<file path="config.mk">
export PLATFORM = sky130hd
export DESIGN_NAME = bsg_priority_pending_dequeue
export DESIGN_NICKNAME = d
export VERILOG_FILES = /design/src/rtl/bsg_priority_encode.sv /design/src/rtl/bsg_priority_pending_dequeue.sv
export SDC_FILE = /design/constraint.sdc
export NUM_CORES = 1
export LEC_CHECK = 0
export BUFFER_PORTS_ARGS = -buffer_cell sky130_fd_sc_hd__buf_2
export CORE_MARGIN = 5
export CORE_UTILIZATION = 55
export DETAILED_ROUTE_END_ITERATION = 8
export PLACE_DENSITY = 0.84
export SETUP_SLACK_MARGIN = 0.5
export SYNTH_ARGS = -nofsm -noshare
export SYNTH_HDL_FRONTEND = slang
export SYNTH_HIERARCHICAL = 1
export SYNTH_SLANG_ARGS = --single-unit
</file>
<file path="constraint.sdc">
create_clock -name clk_i -period 6.9 [get_ports clk_i]
set_input_delay 0.69 -clock clk_i [delete_from_list [all_inputs] [get_ports clk_i]]
set_output_delay 0.69 -clock clk_i [all_outputs]
set_load 0.02 [all_outputs]
</file>
<file path="src/rtl/bsg_priority_encode.sv">
// rtl/bsg_priority_encode.sv - priority encoder over a request vector, direction selectable
module bsg_priority_encode #(
    parameter int width_p       = 32,
    parameter int lo_to_hi_p    = 0,
    parameter int addr_width_lp = $clog2(width_p)
) (
    input  logic [width_p-1:0]       i,
    output logic [addr_width_lp-1:0] addr_o,
    output logic                     v_o
);

    // Scan from the losing end toward the winning end so the last hit wins.
    always_comb begin
        addr_o = '0;
        if (lo_to_hi_p != 0) begin
            for (int k = width_p - 1; k >= 0; k--) begin
                if (i[k]) addr_o = addr_width_lp'(k);
            end
        end else begin
            for (int k = 0; k < width_p; k++) begin
                if (i[k]) addr_o = addr_width_lp'(k);
            end
        end
    end

    assign v_o = |i;

endmodule

</file>
<file path="src/rtl/bsg_priority_pending_dequeue.sv">
// rtl/bsg_priority_pending_dequeue.sv - sticky pending vector retired one grant per yumi
module bsg_priority_pending_dequeue #(
    parameter int width_p       = 32,
    parameter int lo_to_hi_p    = 0,
    parameter int addr_width_lp = $clog2(width_p),
    parameter int cnt_width_lp  = $clog2(width_p + 1)
) (
    input  logic                     clk_i,
    input  logic                     reset_n_i,
    input  logic [width_p-1:0]       set_i,
    output logic                     v_o,
    output logic [addr_width_lp-1:0] addr_o,
    input  logic                     yumi_i,
    output logic [width_p-1:0]       pending_o,
    output logic [cnt_width_lp-1:0]  count_o,
    output logic                     coalesce_o,
    output logic                     err_o
);

    logic [width_p-1:0]      pending_q, pending_d;
    logic [cnt_width_lp-1:0] count_q, count_d;
    logic                    coalesce_q, coalesce_d;
    logic                    err_q, err_d;
    logic [width_p-1:0]      clr;
    logic [width_p-1:0]      kept;
    logic                    grant;

    function automatic logic [cnt_width_lp-1:0] popcnt(input logic [width_p-1:0] vec);
        logic [cnt_width_lp-1:0] s;
        s = '0;
        for (int k = 0; k < width_p; k++) s = s + cnt_width_lp'(vec[k]);
        return s;
    endfunction

    bsg_priority_encode #(
        .width_p    (width_p),
        .lo_to_hi_p (lo_to_hi_p)
    ) enc (
        .i      (pending_q),
        .addr_o (addr_o),
        .v_o    (v_o)
    );

    assign grant = yumi_i & v_o;

    always_comb begin
        clr        = grant ? ({{(width_p-1){1'b0}}, 1'b1} << addr_o) : '0;
        kept       = pending_q & ~clr;
        pending_d  = kept | set_i;
        coalesce_d = |(set_i & kept);
        // Bits set on top of surviving entries add nothing; a granted bit re-set counts again.
        count_d    = count_q + popcnt(set_i & ~kept) - cnt_width_lp'(grant);
        err_d      = err_q | (yumi_i & ~v_o);
    end

    always_ff @(posedge clk_i) begin
        if (!reset_n_i) begin
            pending_q  <= '0;
            count_q    <= '0;
            coalesce_q <= 1'b0;
            err_q      <= 1'b0;
        end else begin
            pending_q  <= pending_d;
            count_q    <= count_d;
            coalesce_q <= coalesce_d;
            err_q      <= err_d;
        end
    end

    assign pending_o  = pending_q;
    assign count_o    = count_q;
    assign coalesce_o = coalesce_q;
    assign err_o      = err_q;

    count_matches_pending: assert property (@(posedge clk_i) count_q == popcnt(pending_q));

endmodule

</file>
==> results of run 1 <==
-- area by class of cell --
type                    instances  share of cell area, %
inverters                      70                   5.87
clock inverters                 2                   1.34
multi-input cells             300                   57.2
clock buffers                   6                   1.62
well taps                      77                   2.15
flip-flops and latches         40                   18.3
repair buffers                107                   13.5
-- registers in the layout, indices dropped and copies added (netlist names) --
signal	count
count_o	6
coalesce_o	1
pending_o	32
err_o	1
-- Yosys cell counts, types with 2 or more instances --
library cell  number  area share [%]
nor4_2             2            0.72
inv_1             70             7.5
fa_1              27              16
o21ai_1            2            0.29
nand4_1            2            0.36
and2_1            13             2.3
o21ai_0           21             3.0
a21boi_0          24             5.2
and3_1             3            0.54
and2b_2            2            0.50
and2b_1            4            0.86
o21bai_1           2            0.43
a22oi_1            5             1.1
a21oi_1           13             1.9
ha_1              20             7.2
a21o_1             2            0.43
dfxtp_1           40              23
or4_1              3            0.65
nand4b_1           2            0.50
nand2b_1          13             2.3
nor2b_1            5            0.90
nand2_1           42             4.5
a221o_1            2            0.58
nor3_1             5            0.72
o311ai_0           2            0.50
o21a_1            20             4.3
clkbuf_1           5            0.54
o2bb2ai_1          2            0.50
nor2_1            16             1.7
a21boi_1           2            0.43
a31oi_1            6             1.1
nor4_1             3            0.54
nand2_2            2            0.36
nand3_1            3            0.43
xnor2_1            9             2.3
o2111ai_1          2            0.50
o211ai_1           2            0.43
-- cells by family (layout without fill, tap and decap cells) --
group                      count (synthesis)  count (layout)  synth area share [%]
and+or+nand+nor                          126             126                  19.8
DFF                                       40              40                  23.0
AOI/OAI and AO/OA                        117             117                  23.4
buffers and inverters                     77             185                  8.63
adders and majority gates                 47              47                  22.7
xor gates and xnor gates                  10              10                  2.52
-- final timing paths --
check	endpoint	cells after the start
hold reg to reg	err_o	1
setup reg to reg	count_o[4]	23
hold / removal	err_o	1
setup / recovery	count_o[4]	23
-- critical path, cell delays in order, from the launching register on --
cell      delay [ns]
dfxtp_4         0.36
or4_4           0.54
or4_4           0.56
and3b_2         0.29
nand2_2         0.10
o21a_1          0.14
nand2b_4        0.14
fa_1            0.43
fa_1            0.52
inv_2           0.05
fa_1            0.52
inv_2           0.05
fa_1            0.55
fa_1            0.44
fa_1            0.49
inv_1           0.05
fa_2            0.35
inv_2           0.07
fa_2            0.21
inv_1           0.04
a21o_1          0.16
a21oi_2         0.14
xnor2_1         0.07
and2_1          0.15
-- through the flow --
step | instances | util [%]
floorplan | 417 | -
global placement | 572 | 65.4
detailed placement | 572 | 65.4
CTS | 596 | 70.1
global route | 602 | 71.7
finish | 602 | 71.7
-- routing by layer --
| layer | share of wire (%) | vias to the layer above | GRT usage [%] | wire length [um] |
|---|---|---|---|---|
| met5 | 0 | - | 0 | 0 |
| met4 | 4.0 | 0 | 13.8 | 481 |
| met3 | 9.4 | 38 | 8.02 | 1130 |
| met2 | 48 | 214 | 50.9 | 5780 |
| met1 | 38 | 1702 | 39.5 | 4610 |
| li1 | - | 1624 | - | - |
-- what timing repair did --
| item | 4_1_cts | 5_1_grt |
|---|---|---|
| endpoints found under the setup margin | 5 | 5 |
| gates cloned | 0 | 0 |
| buffers inserted | 16 | 6 |
| pin swaps | 9 | 3 |
| gates resized for setup | 19 | 18 |
-- where the power goes --
part           leakage, nW  switching [W]  internal, W
clock               0.0654      0.0000868     0.000145
sequential           0.337      0.0000376     0.000274
combinational         1.75       0.000816     0.000845
total                 2.15       0.000940      0.00126
==> impl_metrics.env, run 1 <==
export IMPL_gp_congestion=0.978
export IMPL_fillCellCount=520
export IMPL_synth_ff_type="dfxtp_1"
export IMPL_hold_buffers=0
export IMPL_yosys_warnings=6
export IMPL_ant_nets=0
export IMPL_grt_pass1_vias=3591
export IMPL_crit_type="reg2reg"
export IMPL_cp_start_kind="flip-flop"
export IMPL_wl_per_cell_um=19.9
export IMPL_critPathLaunch="pending_o[12]"
export IMPL_initial_utilization_pct=55.8
export IMPL_layout_min_cycle_time_ns=6.53
export IMPL_area_growth_synth_to_final_pct=28.6
export IMPL_clock_path_buffers=2
export IMPL_drtIter0Drc=300
export IMPL_required_ns=7.09
export IMPL_dpl_hpwl_mm=9.45
export IMPL_layout_commonest_cell="buf_2"
export IMPL_setup_tns_ns=0
export IMPL_place_area_um2=4080
export IMPL_die_w_um=89.6
export IMPL_final_max_slew_viol_count=0
export IMPL_dieArea_um2=8020
export IMPL_grt_use_total_pct=31.5
export IMPL_syn_num_nets=499
export IMPL_root_buffer="clkbuf_8"
export IMPL_synth_area_per_cell_um2=8.35
export IMPL_synth_area_um2=3480
export IMPL_seq_area_frac_synth_pct=23.0
export IMPL_cp_max_fo=7
export IMPL_grt_ovfl_total=0
export IMPL_rows=29
export IMPL_p_leak_nw=2.15
export IMPL_synth_distinct_cells=56
export IMPL_vias=3578
export IMPL_ys_seq_elements=40
export IMPL_hold_path_class="reg2reg"
export IMPL_clock_sinks=40
export IMPL_setup_violations=0
export IMPL_cp_end_kind="flip-flop"
export IMPL_crit_arrival_ns=6.71
export IMPL_cts_buffers_inserted=5
export IMPL_whs_ns=0.474
export IMPL_regToRegStartpoint="pending_o[12]"
export IMPL_rsz0062_at_grt="true"
export IMPL_fin_worst_skew_ns=0.00988
export IMPL_boundaryPins=81
export IMPL_drc=0
export IMPL_antenna_found_initial=0
export IMPL_synth_edff_count=0
export IMPL_diodes=0
export IMPL_final_cell_mix="buf_2 (80), inv_1 (67), nand2_1 (37)"
export IMPL_p_per_area_nw_per_um2=493
export IMPL_final_cell_area_um2=4480
export IMPL_layout_nets=606
export IMPL_maxCapViolations=0
export IMPL_cts_tree="yes"
export IMPL_finalPower_w=0.00220
export IMPL_port_buffers=80
export IMPL_worst_ir_drop_vdd_v=0.000874
export IMPL_routed_wl_mm=12.0
export IMPL_ff2ff_setup_slack_ns=0.37
export IMPL_layout_setup_ws_ns=0.375
export IMPL_ff_latch_area_um2=820
export IMPL_die_h_um=89.6
export IMPL_hold_violations=0
export IMPL_finalCritPeriodShare_pct=94.6
export IMPL_min_from="err_o"
export IMPL_first_pass_iters=4
export IMPL_clk_latency_ns=0.30
export IMPL_tightest_slew_ns=0.731
export IMPL_dpl_worst_slack_ns=0.127
export IMPL_via_per_inst=5.94
export IMPL_synthArstFlopShare_pct=0
export IMPL_grt_pass1_wl_mm=18.6
export IMPL_h_tree_depth=2
export IMPL_path_clk_slew_ns=0.08
export IMPL_drive_gt1_share_pct=32.2
export IMPL_syn_inst=417
export IMPL_multi_input_area_um2=2560
export IMPL_max_freq_ghz=0.153
export IMPL_outcome="complete, no violations"
export IMPL_core_area_um2=6240
export IMPL_grt_max_degree=41
export IMPL_relSlewSlack_pct=51.1
No activity file was read; power rests on OpenSTA's default activity.
==> inputs of run 2 (changes only) <==
--- a/config.mk
+++ b/config.mk
@@ -6,6 +6,7 @@
 export NUM_CORES = 1
 export LEC_CHECK = 0
 export BUFFER_PORTS_ARGS = -buffer_cell sky130_fd_sc_hd__buf_2
+export CORE_ASPECT_RATIO = 1.25
 export CORE_MARGIN = 5
 export CORE_UTILIZATION = 55
 export DETAILED_ROUTE_END_ITERATION = 8
==> run 2 against run 1 <==
- highest routed layer unchanged
- sequential cell count did not move
- final cell count fell by 0.50%
- critical endpoint unchanged
- sequential power barely moved
- critical path type unchanged
==> impl_metrics.env, run 2 (synthesis gave the netlist of run 1 again) <==
export IMPL_outcome="complete, no violations"
export IMPL_ant_nets=0
export IMPL_crit_slowest_cell="fa_1"
export IMPL_hold_buffers=0
export IMPL_grt_max_degree=41
export IMPL_crit_type="reg2reg"
export IMPL_die_w_um=81.2
export IMPL_vias=3549
export IMPL_drive_gt1_share_pct=29.8
export IMPL_root_buffer="clkbuf_8"
export IMPL_final_cell_mix="buf_2 (80), inv_1 (67), nand2_1 (37)"
export IMPL_critical_path_top_delay_family="adder cells"
export IMPL_place_area_um2=4080
export IMPL_fin_worst_skew_ns=0.0131
export IMPL_largest_reg_flops=32
export IMPL_routed_wl_mm=11.7
export IMPL_reg2reg_depth=26
export IMPL_min_to="err_o"
export IMPL_setup_violations=0
export IMPL_grt_pass1_vias=3532
export IMPL_p_leak_nw=2.06
export IMPL_worst_ir_drop_vdd_v=0.00111
export IMPL_path_clk_slew_ns=0.10
export IMPL_clock_sinks=40
export IMPL_ff2ff_setup_slack_ns=0.34
export IMPL_hold_violations=0
export IMPL_hold_depth=1
export IMPL_relSlewSlack_pct=54.3
export IMPL_layout_min_cycle_time_ns=6.56
export IMPL_area_growth_synth_to_final_pct=24.2
export IMPL_grt_pass1_wl_mm=17.9
export IMPL_boundaryPins=81
export IMPL_required_ns=7.12
export IMPL_core_area_um2=6170
export IMPL_antenna_found_initial=0
export IMPL_layout_nets=595
export IMPL_cts_buffers_inserted=5
export IMPL_cpPeakStageDelay_ns=0.56
export IMPL_p_per_area_nw_per_um2=508
export IMPL_stdcell_count=599
export IMPL_final_max_slew_viol_count=0
export IMPL_reg2reg_to="count_o[4]"
export IMPL_min_from="err_o"
export IMPL_whs_ns=0.476
export IMPL_cp_max_fo=5
export IMPL_wl_per_cell_um=19.5
export IMPL_port_buffers=80
export IMPL_rsz0062_at_grt="true"
export IMPL_dieArea_um2=8030
export IMPL_maxCapViolations=0
export IMPL_initial_utilization_pct=56.5
export IMPL_first_pass_iters=5
export IMPL_layout_commonest_cell="buf_2"
export IMPL_tightest_slew_ns=0.685
export IMPL_crit_top_cell="fa_1"
export IMPL_dpl_hpwl_mm=9.24
export IMPL_cp_end_kind="flip-flop"
export IMPL_place_inst=578
export IMPL_finalCoreUtilization_pct=70.1
export IMPL_gp_congestion=0.959
export IMPL_final_cell_area_um2=4320
export IMPL_crit_buf_inv=5
export IMPL_drc=0
export IMPL_rows=32
export IMPL_crit_arrival_ns=6.78
export IMPL_regToRegStartpoint="pending_o[14]"
export IMPL_grt_ovfl_total=0
export IMPL_cts_tree="yes"
export IMPL_finalCritPeriodShare_pct=95.1
export IMPL_via_per_inst=5.92
export IMPL_cp_start_kind="flip-flop"
export IMPL_clock_path_buffers=2
export IMPL_max_freq_ghz=0.152
export IMPL_hold_path_class="reg2reg"
export IMPL_clk_latency_ns=0.31
export IMPL_die_h_um=98.9
export IMPL_drtIter0Drc=343
export IMPL_grt_use_total_pct=29.6
export IMPL_diodes=0
export IMPL_h_tree_depth=2
export IMPL_setup_tns_ns=0
-- run 2: cell types whose count changed in the layout (fill, tap and decap cells not counted), sizes merged --
cell | previous run | this run
clkbuf | 6 | 5
clkinvlp | 0 | 2
bufinv | 2 | 0
clkinv | 0 | 1
buf | 107 | 96
-- run 2: repair_timing --
action                     4_1_cts  5_1_grt
gates resized for setup         10       13
pin swaps                       15        9
cloned                           0        0
buffers inserted                 9        4
hold endpoints to repair         0        0
setup endpoints to repair        5        5
-- run 2: routing by layer --
layer | global-route usage [%] | share of wire, % | up-vias
li1 | - | - | 1602
met2 | 50.5 | 50 | 234
met1 | 35.2 | 36 | 1658
met3 | 4.20 | 8.8 | 55
met5 | 0 | 0 | -
met4 | 16.0 | 5.3 | 0
-- run 2: stage by stage --
stage | total power (W) | setup slack [ns]
3_3_place_gp | 0.00184 | 0.142
3_5_place_dp | 0.00190 | 0.135
5_1_grt | 0.00241 | 0.170
6_report | 0.00220 | 0.338
2_1_floorplan | 0.00153 | 0.488
4_1_cts | 0.00217 | 0.347
-- run 2: area by class of cell --
class                           count  area [um2]
Multi-Input combinational cell    300        2530
Fill cell                         548        1840
Sequential cell                    40         815
Timing Repair Buffer               96         520
Inverter                           70         263
Tap cell                           85         106
Clock buffer                        5        68.8
Clock inverter                      3        23.8
-- run 2: where the power goes --
group	total, W	switching [W]	internal (W)
logic	0.00171	0.000874	0.000839
clock network	0.000170	0.0000986	0.0000718
registers	0.000313	0.0000383	0.000275
total	0.00220	0.00101	0.00119
-- run 2: worst reg2reg max path, stage by stage, from the launching register on --
cell and delay (ns):
dfxtp_4 0.38, or3_4 0.36, a221o_1 0.28, a21oi_2 0.17
o221ai_2 0.12, a21oi_2 0.22, and2b_2 0.30, nand2_2 0.10
o21a_1 0.17, nand2b_4 0.15, fa_1 0.42, fa_1 0.51
inv_2 0.04, fa_1 0.51, inv_2 0.05, fa_1 0.56
fa_1 0.44, fa_1 0.49, inv_1 0.05, fa_2 0.34
inv_2 0.06, fa_2 0.19, inv_1 0.04, a21o_1 0.15
a21oi_2 0.14, xnor2_1 0.07, and2_1 0.15
-- run 2: worst max-delay path by stage --
stage	to	startpoint	slack [ns]	cells past startpoint
after global routing	count_o[5]	pending_o[14]	0.17	25
after CTS	count_o[4]	pending_o[14]	0.35	26
after global placement	count_o[4]	pending_o[16]	0.14	26
final	count_o[4]	pending_o[14]	0.34	26
after detailed placement	count_o[4]	pending_o[16]	0.14	26
after floorplan	count_o[4]	pending_o[29]	0.49	26
